[src/rtl/ucode_pkg.sv]
// Shared types and default microcode/dispatch contents for the microcode sequencer.
// The default tables are written for an 8-bit microstate and an 8-bit opcode.
package ucode_pkg;

    localparam int DEF_STATE_W = 8;
    localparam int DEF_CTRL_W  = 16;
    localparam int DEF_OP_W    = 8;
    localparam int DEF_SEL_W   = 3;

    typedef enum logic [1:0] {
        NEXT     = 2'b00,
        JUMP     = 2'b01,
        DISPATCH = 2'b10,
        BRANCH   = 2'b11
    } mode_e;

    // Field order, MSB to LSB, matches the packed microword layout
    typedef struct packed {
        logic [DEF_CTRL_W-1:0]  ctrl;
        logic                   op_en;
        mode_e                  mode;
        logic [DEF_SEL_W-1:0]   cond_sel;
        logic                   cond_pol;
        logic [DEF_STATE_W-1:0] next;
    } uword_t;

    localparam int UWORD_W = $bits(uword_t);

    // fetch_in_dispatch builds the alternate ROM where the dispatch word also fetches
    function automatic uword_t ucode_word(input logic [DEF_STATE_W-1:0] st,
                                          input bit fetch_in_dispatch = 1'b0);
        uword_t w;
        w.ctrl     = '0;
        w.op_en    = 1'b0;
        w.mode     = JUMP;
        w.cond_sel = '0;
        w.cond_pol = 1'b0;
        w.next     = '0;
        case (st)
            8'h00: begin
                w.ctrl  = 16'h0001;
                w.op_en = 1'b1;
                w.next  = 8'h01;
            end
            8'h01: begin
                w.ctrl  = 16'h0002;
                w.mode  = DISPATCH;
                w.op_en = fetch_in_dispatch;
            end
            8'h02: begin
                w.ctrl = 16'h0004;
                w.mode = NEXT;
            end
            8'h03: w.ctrl = 16'h0008;
            8'h04: begin
                w.ctrl     = 16'h0010;
                w.mode     = BRANCH;
                w.cond_sel = 3'd1;
                w.cond_pol = 1'b1;
                w.next     = 8'h00;
            end
            8'h05: w.ctrl = 16'h0020;
            8'hFE: begin
                w.ctrl = 16'h4000;
                w.mode = NEXT;
            end
            8'hFF: begin
                w.ctrl = 16'h8000;
                w.mode = NEXT;
            end
            default: ;
        endcase
        return w;
    endfunction

    // Returns {hit, target}
    function automatic logic [DEF_STATE_W:0] dispatch(input logic [DEF_OP_W-1:0] op);
        logic [DEF_STATE_W:0] r;
        case (op)
            8'h01:   r = {1'b1, 8'h02};
            8'h02:   r = {1'b1, 8'h04};
            default: r = '0;
        endcase
        return r;
    endfunction

endpackage

[src/rtl/ucode_sequencer_if.sv]
// Bus between the microcode sequencer and the datapath: opcode/flag/stall inputs,
// control word and sequencer status outputs.
interface ucode_sequencer_if #(
    parameter int STATE_W = 8,
    parameter int CTRL_W  = 16,
    parameter int OP_W    = 8,
    parameter int FLAG_W  = 8
);
    logic [OP_W-1:0]    data_in;
    logic [FLAG_W-1:0]  p;
    logic               stall;
    logic [CTRL_W-1:0]  controls;
    logic [STATE_W-1:0] state;
    logic [OP_W-1:0]    opcode;
    logic               illegal;

    modport master (
        output data_in, p, stall,
        input  controls, state, opcode, illegal
    );

    modport slave (
        input  data_in, p, stall,
        output controls, state, opcode, illegal
    );
endinterface

[src/rtl/ucode_rom.sv]
// Combinational microcode ROM: unpacks the package microword into fields sized
// for the sequencer's parameters.
module ucode_rom
    import ucode_pkg::*;
#(
    parameter int STATE_W           = 8,
    parameter int CTRL_W            = 16,
    parameter int FLAG_W            = 8,
    parameter bit FETCH_IN_DISPATCH = 1'b0
) (
    input  logic [STATE_W-1:0]                                i_addr,
    output logic [CTRL_W-1:0]                                 o_ctrl,
    output logic                                              o_op_en,
    output mode_e                                             o_mode,
    output logic [((FLAG_W > 1) ? $clog2(FLAG_W) : 1)-1:0]    o_cond_sel,
    output logic                                              o_cond_pol,
    output logic [STATE_W-1:0]                                o_next
);
    localparam int SEL_W = (FLAG_W > 1) ? $clog2(FLAG_W) : 1;

    uword_t w_word;

    // Addresses beyond the 8-bit default table alias onto it
    always_comb begin
        w_word     = ucode_word(DEF_STATE_W'(i_addr), FETCH_IN_DISPATCH);
        o_ctrl     = CTRL_W'(w_word.ctrl);
        o_op_en    = w_word.op_en;
        o_mode     = w_word.mode;
        o_cond_sel = SEL_W'(w_word.cond_sel);
        o_cond_pol = w_word.cond_pol;
        o_next     = STATE_W'(w_word.next);
    end

endmodule

[src/rtl/ucode_sequencer.sv]
// Microcode sequencer: opcode and microstate registers around a combinational ROM,
// with NEXT/JUMP/DISPATCH/BRANCH sequencing, stall and illegal-opcode trapping.
module ucode_sequencer
    import ucode_pkg::*;
#(
    parameter int STATE_W           = 8,
    parameter int CTRL_W            = 16,
    parameter int OP_W              = 8,
    parameter int FLAG_W            = 8,
    parameter int RESET_STATE       = 0,
    parameter int TRAP_STATE        = 2**STATE_W - 1,
    parameter bit FETCH_IN_DISPATCH = 1'b0
) (
    input  logic              ph1,
    input  logic              reset,
    ucode_sequencer_if.slave  bus
);
    localparam int SEL_W = (FLAG_W > 1) ? $clog2(FLAG_W) : 1;

    logic [STATE_W-1:0] r_state;
    logic [OP_W-1:0]    r_opcode;
    logic               r_illegal;

    logic [STATE_W-1:0] w_state_next;
    logic [OP_W-1:0]    w_opcode_next;
    logic               w_illegal_next;

    logic [CTRL_W-1:0]  w_ctrl;
    logic               w_op_en;
    mode_e              w_mode;
    logic [SEL_W-1:0]   w_cond_sel;
    logic               w_cond_pol;
    logic [STATE_W-1:0] w_next;

    logic [STATE_W-1:0] w_state_inc;
    logic [DEF_STATE_W:0] w_disp;
    logic               w_op_fits;
    logic               w_disp_hit;

    ucode_rom #(
        .STATE_W           (STATE_W),
        .CTRL_W            (CTRL_W),
        .FLAG_W            (FLAG_W),
        .FETCH_IN_DISPATCH (FETCH_IN_DISPATCH)
    ) u_rom (
        .i_addr     (r_state),
        .o_ctrl     (w_ctrl),
        .o_op_en    (w_op_en),
        .o_mode     (w_mode),
        .o_cond_sel (w_cond_sel),
        .o_cond_pol (w_cond_pol),
        .o_next     (w_next)
    );

    // Opcodes wider than the dispatch table only hit when their upper bits are zero
    always_comb begin
        w_state_inc = r_state + 1'b1;
        w_disp      = dispatch(DEF_OP_W'(r_opcode));
        w_op_fits   = (OP_W <= DEF_OP_W) || ((r_opcode >> DEF_OP_W) == '0);
        w_disp_hit  = w_disp[DEF_STATE_W] && w_op_fits;
    end

    always_comb begin
        w_state_next   = r_state;
        w_opcode_next  = r_opcode;
        w_illegal_next = r_illegal;
        if (!bus.stall) begin
            w_illegal_next = 1'b0;
            if (w_op_en) begin
                w_opcode_next = bus.data_in;
            end
            unique case (w_mode)
                NEXT: w_state_next = w_state_inc;
                JUMP: w_state_next = w_next;
                DISPATCH: begin
                    if (w_disp_hit) begin
                        w_state_next = STATE_W'(w_disp[DEF_STATE_W-1:0]);
                    end else begin
                        w_state_next   = STATE_W'(TRAP_STATE);
                        w_illegal_next = 1'b1;
                    end
                end
                BRANCH: begin
                    if (bus.p[w_cond_sel] == w_cond_pol) begin
                        w_state_next = w_next;
                    end else begin
                        w_state_next = w_state_inc;
                    end
                end
            endcase
        end
    end

    always_ff @(posedge ph1 or posedge reset) begin
        if (reset) begin
            r_state   <= STATE_W'(RESET_STATE);
            r_opcode  <= '0;
            r_illegal <= 1'b0;
        end else begin
            r_state   <= w_state_next;
            r_opcode  <= w_opcode_next;
            r_illegal <= w_illegal_next;
        end
    end

    assign bus.controls = w_ctrl;
    assign bus.state    = r_state;
    assign bus.opcode   = r_opcode;
    assign bus.illegal  = r_illegal;

endmodule

[src/flat_wrapper.sv]
// flat-port wrapper written by rule: the top's interface ports become plain ports
module ucode_sequencer_flat import ucode_pkg::*;
#(
    parameter int STATE_W           = 8,
    parameter int CTRL_W            = 16,
    parameter int OP_W              = 8,
    parameter int FLAG_W            = 8,
    parameter int RESET_STATE       = 0,
    parameter int TRAP_STATE        = 2**STATE_W - 1,
    parameter bit FETCH_IN_DISPATCH = 1'b0
)
  (ph1, reset, bus_data_in, bus_p, bus_stall, bus_controls, bus_state, bus_opcode, bus_illegal);
  ucode_sequencer_if #(.STATE_W(STATE_W), .CTRL_W(CTRL_W), .OP_W(OP_W), .FLAG_W(FLAG_W)) bus_i ();
  input  logic ph1;
  input  logic reset;
  input wire logic [$bits(bus_i.data_in)-1:0] bus_data_in;
  input wire logic [$bits(bus_i.p)-1:0] bus_p;
  input wire logic [$bits(bus_i.stall)-1:0] bus_stall;
  output wire logic [$bits(bus_i.controls)-1:0] bus_controls;
  output wire logic [$bits(bus_i.state)-1:0] bus_state;
  output wire logic [$bits(bus_i.opcode)-1:0] bus_opcode;
  output wire logic [$bits(bus_i.illegal)-1:0] bus_illegal;
  assign bus_i.data_in = bus_data_in;
  assign bus_i.p = bus_p;
  assign bus_i.stall = bus_stall;
  assign bus_controls = bus_i.controls;
  assign bus_state = bus_i.state;
  assign bus_opcode = bus_i.opcode;
  assign bus_illegal = bus_i.illegal;
  ucode_sequencer #(.STATE_W(STATE_W), .CTRL_W(CTRL_W), .OP_W(OP_W), .FLAG_W(FLAG_W), .RESET_STATE(RESET_STATE), .TRAP_STATE(TRAP_STATE), .FETCH_IN_DISPATCH(FETCH_IN_DISPATCH)) u_core (.ph1(ph1), .reset(reset), .bus(bus_i));
endmodule
[config.mk]
export PLATFORM = sky130hd
export DESIGN_NAME = ucode_sequencer_flat
export DESIGN_NICKNAME = d
export VERILOG_FILES = /design/src/rtl/ucode_pkg.sv /design/src/rtl/ucode_sequencer_if.sv /design/src/rtl/ucode_rom.sv /design/src/rtl/ucode_sequencer.sv /design/src/flat_wrapper.sv
export SDC_FILE = /design/constraint.sdc
export NUM_CORES = 1
export LEC_CHECK = 0
export ABC_AREA = 1
export CORE_MARGIN = 2
export CORE_UTILIZATION = 41
export CTS_CLUSTER_SIZE = 14
export DETAILED_ROUTE_END_ITERATION = 10
export GPL_TIMING_DRIVEN = 0
export HOLD_SLACK_MARGIN = 0.03
export PLACE_DENSITY = 0.9
export SLEW_MARGIN = 10
export SYNTH_ARGS = -nofsm -noshare
export SYNTH_HDL_FRONTEND = slang
export SYNTH_SLANG_ARGS = --single-unit
[constraint.sdc]
create_clock -name ph1 -period 2.2 [get_ports ph1]
set_clock_uncertainty 0.2 [all_clocks]
set_input_delay 0.44 -clock ph1 [delete_from_list [all_inputs] [get_ports ph1]]
set_output_delay 0.44 -clock ph1 [all_outputs]
set_load 0.01 [all_outputs]
* Word-level counts from Yosys, hierarchy flattened
Index checks and enable logic that the tools add are counted.
Cells by class: $add $sub $neg 1, $lt $le $gt $ge 1, eq/ne operators 13, mux-type cells 13, bitwise operators 1, reductions and logical operators 4
Operators with widths (count):
- 16-bit one-hot mux with 8 select lines | 1
- 8-bit one-hot mux with 4 select lines | 1
- 8-bit by 2-bit equality test with 1-bit output, second input constant | 3
- 9-bit one-hot mux with 2 select lines | 1
- 8-bit by 1-bit equality test with 1-bit output, second input constant | 2
- 8-bit by 3-bit equality test with 1-bit output, second input constant | 2
- 8-bit equality test, second input constant | 2
- 8-bit two-way mux | 2
- 8-bit by 1-bit adder with 8-bit output, second input constant | 1
- 8-bit zero test | 1
- 2-bit one-hot mux with 3 select lines | 1
- 1-bit two-way mux | 5
- 2-bit equality test, second input constant | 2
- 1-bit by 4-bit < comparator with 1-bit output, second input constant | 1
- 1-bit binary-select mux with 3-bit select | 1
- 3-bit OR reduction | 1
- 2-bit by 1-bit equality test with 1-bit output, second input constant | 1
- 2-bit zero test | 1
- 2-bit two-way mux | 1
- 2-bit AND reduction | 1
- 1-bit equality test | 1
- 1-bit inverter | 1
Storage, ports and cells: register bits 17, input port bits 19, output and inout bits 33, logic and storage cells 36

* Logic depth before layout (Yosys ltp)
Gate-level depths: netlist of the first run.
depth after elaboration 7, mapped depth 12, depth with buffers taken out 12

* Cells and area by module
A second synthesis of the first run with hierarchy kept.
Unflattened totals: cell total of the unflattened synthesis 264, area, all modules 1700.4 sq um
By module, submodules not included:
- ucode_sequencer | times used 1, cells each 199, area each 1330.0 sq um, sequential area each 425.4 sq um
- ucode_rom | times used 1, cells each 65, area each 370.4 sq um, sequential area each 0.0 sq um

* Worst setup path before layout of the first run
Ideal clock, no wire load.
kind flip-flop to flip-flop, start point register u_core.r_state[0], in the netlist u_core.bus.state[0], end point register u_core.r_state[0], in the netlist u_core.bus.state[0], library setup time 0.113 ns, arrival time 1.436 ns, required time 1.887 ns, slack 0.451 ns, stages on the path, launching flop included 12, path buffers 0, period minus slack after synthesis 1.749 ns, path through dfrtp_1 > inv_1 > ha_1 > nand3_1 > nor2_2 > nor2_1 > nand2_1 > nand2_2 > nand2_1 > nand3_1 > nand2_1 > inv_1
On the way: cells in the longest elaborated chain, start to end 7, elaborated cells on any way between the ends 20, those cells by class 1 x add/sub; 9 x eq/ne; 7 x mux; 3 x reduce/logical
RTL lines:
- from (decl) | RTL line ucode_sequencer.sv:20 | logic [STATE_W-1:0] r_state;
- from (signal assigned) | RTL line ucode_sequencer.sv:96 | r_state <= STATE_W'(RESET_STATE);
- from (signal assigned) | RTL line ucode_sequencer.sv:100 | r_state <= w_state_next;
- 8-bit by 3-bit equality test with 1-bit output | RTL line ucode_pkg.sv:39 | case (st)
- 2-bit two-way mux | RTL line ucode_pkg.sv:39
- 1-bit binary-select mux with 3-bit select | RTL line ucode_sequencer.sv:84 | if (bus.p[w_cond_sel] == w_cond_pol) begin
- 1-bit two-way mux (not written as such) | RTL line ucode_sequencer.sv:84
- 1-bit equality test | RTL line ucode_sequencer.sv:84
- 8-bit two-way mux | RTL line ucode_sequencer.sv:84
- 8-bit one-hot mux with 4 select lines (*) | RTL line ucode_sequencer.sv:72 | unique case (w_mode)
Mark *: on every way between the ends. The rest lies on a longest branch, timed or not. The select of a mux whose other input is x is not followed. A chain may end at the register's enable or synchronous reset.

* Final worst setup path of the first run
start point register u_core.r_state[0], in the netlist u_core.bus.state[0], end point output port bus_controls[1]
On the way: cells in the longest elaborated chain, start to end 2, elaborated cells on any way between the ends 9, those cells by class 7 x eq/ne; 1 x mux; 1 x reduce/logical
RTL lines:
- 8-bit equality test, or another cell as far along | RTL line ucode_pkg.sv:39
- 16-bit one-hot mux with 8 select lines (*) | RTL line ucode_pkg.sv:39
- to (decl) | RTL line flat_wrapper.sv:19 | output wire logic [$bits(bus_i.controls)-1:0] bus_controls;
Mark *: on every way between the ends. The rest lies on a longest branch, timed or not.

==> results of run 1 <==
-- cell families (layout without fill, tap and decap cells) --
family | count (synthesis) | after routing | synth area share
flip-flops | 17 | 17 | 0.382
other | 1 | 8 | 0.00337
XOR/XNOR | 3 | 3 | 0.0236
AO/OA/AOI/OAI | 7 | 7 | 0.0562
buffers and inverters | 29 | 75 | 0.133
adder cells (fa/ha/maj) | 4 | 4 | 0.0449
AND/OR/NAND/NOR | 60 | 60 | 0.276
multiplexers | 8 | 8 | 0.0809
-- flip-flops by register name, indices dropped and copies added, names as in the netlist --
register	flops
u_core.bus.opcode	8
u_core.bus.illegal	1
u_core.bus.state	8
-- what timing repair did --
| action | CTS | global route |
|---|---|---|
| endpoints found under the setup margin | 8 | 6 |
| endpoints found under the hold margin | 0 | 0 |
| cloned | 0 | 0 |
| hold buffers | 0 | 0 |
| pin swaps | 0 | 4 |
| setup buffers | 3 | 4 |
| resized for setup | 9 | 23 |
-- placed cells by master (no fill, tap or decap), drive strengths merged --
cell,n
nand2,31
clkdlybuf4s50,26
inv,19
buf,19
nor2,18
dfrtp,17
mux2,8
conb,8
nand3,7
a22oi,7
clkbuf,6
ha,4
xor2,3
dlymetal6s2s,3
nor3,2
nor3b,1
or2,1
clkinv,1
clkdlybuf4s15,1
-- critical path, cell delays in order (launching register included) --
cell	delay [ns]
dfrtp_1	0.41
buf_4	0.14
buf_4	0.12
buf_4	0.14
ha_4	0.16
nand2_4	0.07
nor2_4	0.04
buf_2	0.13
-- layout make-up --
cell class	instances	area, sq um	share of cell area
timing repair buffer	42	387	0.238
clock buffer	3	22.5	0.0139
clock inverter	1	5.00	0.00309
buffer	10	76.3	0.0471
tap	30	37.5	0.0231
sequential	17	425	0.262
multi-input combinational	90	597	0.368
inverter	19	71.3	0.0440
-- routing by layer --
layer | track usage | up-vias | wire length [microns]
met3 | 0.0442 | 7 | 255
met5 | 0 | - | 0
met2 | 0.313 | 53 | 1410
met1 | 0.174 | 457 | 1040
met4 | 0.0510 | 0 | 52
li1 | - | 491 | -
-- worst paths after layout --
path                                           from                   end  slack, ns  depth (start not counted)
worst min register to register   u_core.bus.illegal    u_core.bus.illegal       0.34                          2
worst min-delay path                      bus_stall   u_core.bus.state[1]       0.29                          2
min in group asynchronous                     reset  u_core.bus.opcode[4]       0.31                          2
max in group asynchronous                     reset   u_core.bus.state[0]       1.09                          2
worst max register to register  u_core.bus.state[0]   u_core.bus.state[3]       0.22                         11
worst max-delay path            u_core.bus.state[0]       bus_controls[1]       0.03                          7
-- power groups by stage --
| stage | logic [mW] | registers (mW) | clock network, mW |
|---|---|---|---|
| 2_1_floorplan | 0.261 | 0.530 | 0 |
| 3_3_place_gp | 0.553 | 0.491 | 0 |
| 3_5_place_dp | 0.569 | 0.501 | 0 |
| 4_1_cts | 0.586 | 0.494 | 0.181 |
| 5_1_grt | 0.676 | 0.512 | 0.189 |
| 6_report | 0.621 | 0.497 | 0.177 |
-- stage by stage --
step | area [sq um] | utilization | hold slack, ns | setup slack, ns
final | 1620 | 0.643 | 0.287 | 0.0313
after floorplan | 1140 | - | 0.166 | 0.451
after CTS | 1580 | 0.625 | 0.280 | -0.244
after detailed placement | 1530 | 0.606 | 0.333 | 0.00221
after global routing | 1620 | 0.643 | 0.295 | -0.00760
after global placement | 1530 | 0.606 | 0.300 | 0.0411
==> qor.csv, run 1 <==
metric,value,unit
status,completed,
cap_viol_max_count,0,
power.internal,0.815,mW
yosys_warnings,0,
yosysMostFrequentCell,nand2_1,
layout.filler_cells,229,
dieWidth,56.1,microns
dr_total_vias,1008,
routedWlPerCell,13.0,microns
placed_cells_incl_taps,201,
post_synthesis_cell_type_with_the_largest_combined_area,dfrtp_1,
post_layout_nonfiller_instances,212,
p_sw_frac,0.370,
power.density_cell_area,798,nW/um^2
seq_area_frac_synth,0.382,
tritoncts,done,
fp.dieArea,3150,sq um
finalSetupViolCount,0,
critPathRequiredTime,1.56,ns
fp.dieH,56.1,microns
tightest_slew,0.634,ns
buffer_ports.inserted,35,
route.antenna.remaining_nets,0,
cp-end-kind,primary output,
numClockSinks,17,
cts_max_level,1,
synth-seq-cells,17,
detail_route.wirelength,2.75,mm
remaining_drc_errors,0,
grt_pass1_vias,959,
share_clk_of_total_power,0.137,
timing_worst_setup_path_type,reg2out,
n_antenna_cell,0,
top_level_ports,52,
synthDistinctLibCells,23,
design.core.area,2520,sq um
setup-tns-final,0,ns
share_comb_of_total_power,0.480,
grt_use_total,0.165,
syn2layout_area_growth,45.6,%
worst_slew_margin_rel,0.577,
synthArstFlopShare,1.00,
rows,18,
worstSetupStartpointType,flip-flop,
ir_worst_vdd,0.624,mV
p_leak,0.866,nW
drive_gt1_frac,0.319,
dpl.hpwl,1.99,mm
grt_antenna_before_repair,0,
cts_root_buffer,clkbuf_4,
reported_net_switching_power,0.479,mW
crit_fanout,3,
fin_crit,2.17,ns
syn_inst_count,129,
initial_core_utilization,0.441,
grt_first_pass_wirelength,4.15,mm
clkSlewWorstSetupHoldPaths,0.10,ns
finalNetCount,206,
ys_dominant_reg_cell,dfrtp_1,
timing.final.hold_violations,0,
grt_max_degree,18,
synth_edf_count,0,
clock_network_latency_to_the_later_pin_of_the_worst_skew_pair,0.31,ns
globalplace.congestion,0.890,
detail_route.iter0.violations,26,
timing_limited_maximum_frequency,461,MHz
post_synth.cell_area_avg,8.63,sq um
via_per_inst,4.75,
worst-endpoint-arrival,1.53,ns
syn_area,1110,sq um
final_report_max_slew_violation_count,0,
clockBufferDepth,2,
grt_ovf,0,
post-layout-total-power,1.29,mW
synthTopCellsByArea,"dfrtp_1 38%, nand2_1 8.4%, mux2_2 8.1%",
synth_top_area_share,0.382,
synth.cells.most_frequent,"25 x nand2_1, 18 x inv_1, 17 x dfrtp_1",
drt-pass1-iter-count,4,
tritoncts.num_buffers,3,
share_seq_of_total_power,0.384,
min_period_over_period,0.986,
holdCritPathClass,in2reg,
(Power assumes the default switching activity.)
==> inputs of run 2 (changes only) <==
--- a/config.mk
+++ b/config.mk
@@ -6,8 +6,10 @@
 export NUM_CORES = 1
 export LEC_CHECK = 0
 export ABC_AREA = 1
+export CAP_MARGIN = 20
 export CORE_MARGIN = 2
 export CORE_UTILIZATION = 41
+export CTS_CLUSTER_DIAMETER = 120
 export CTS_CLUSTER_SIZE = 14
 export DETAILED_ROUTE_END_ITERATION = 10
 export GPL_TIMING_DRIVEN = 0
==> results of run 2 <==
The final DEF is identical to that of run 1; final timing and power are the same.
==> inputs of run 3 (changes only) <==
--- a/config.mk
+++ b/config.mk
@@ -6,7 +6,7 @@
 export NUM_CORES = 1
 export LEC_CHECK = 0
 export ABC_AREA = 1
-export CAP_MARGIN = 20
+export CAP_MARGIN = 40
 export CORE_MARGIN = 2
 export CORE_UTILIZATION = 41
 export CTS_CLUSTER_DIAMETER = 120
==> results of run 3 <==
The final DEF is identical to that of run 1; final timing and power are the same.
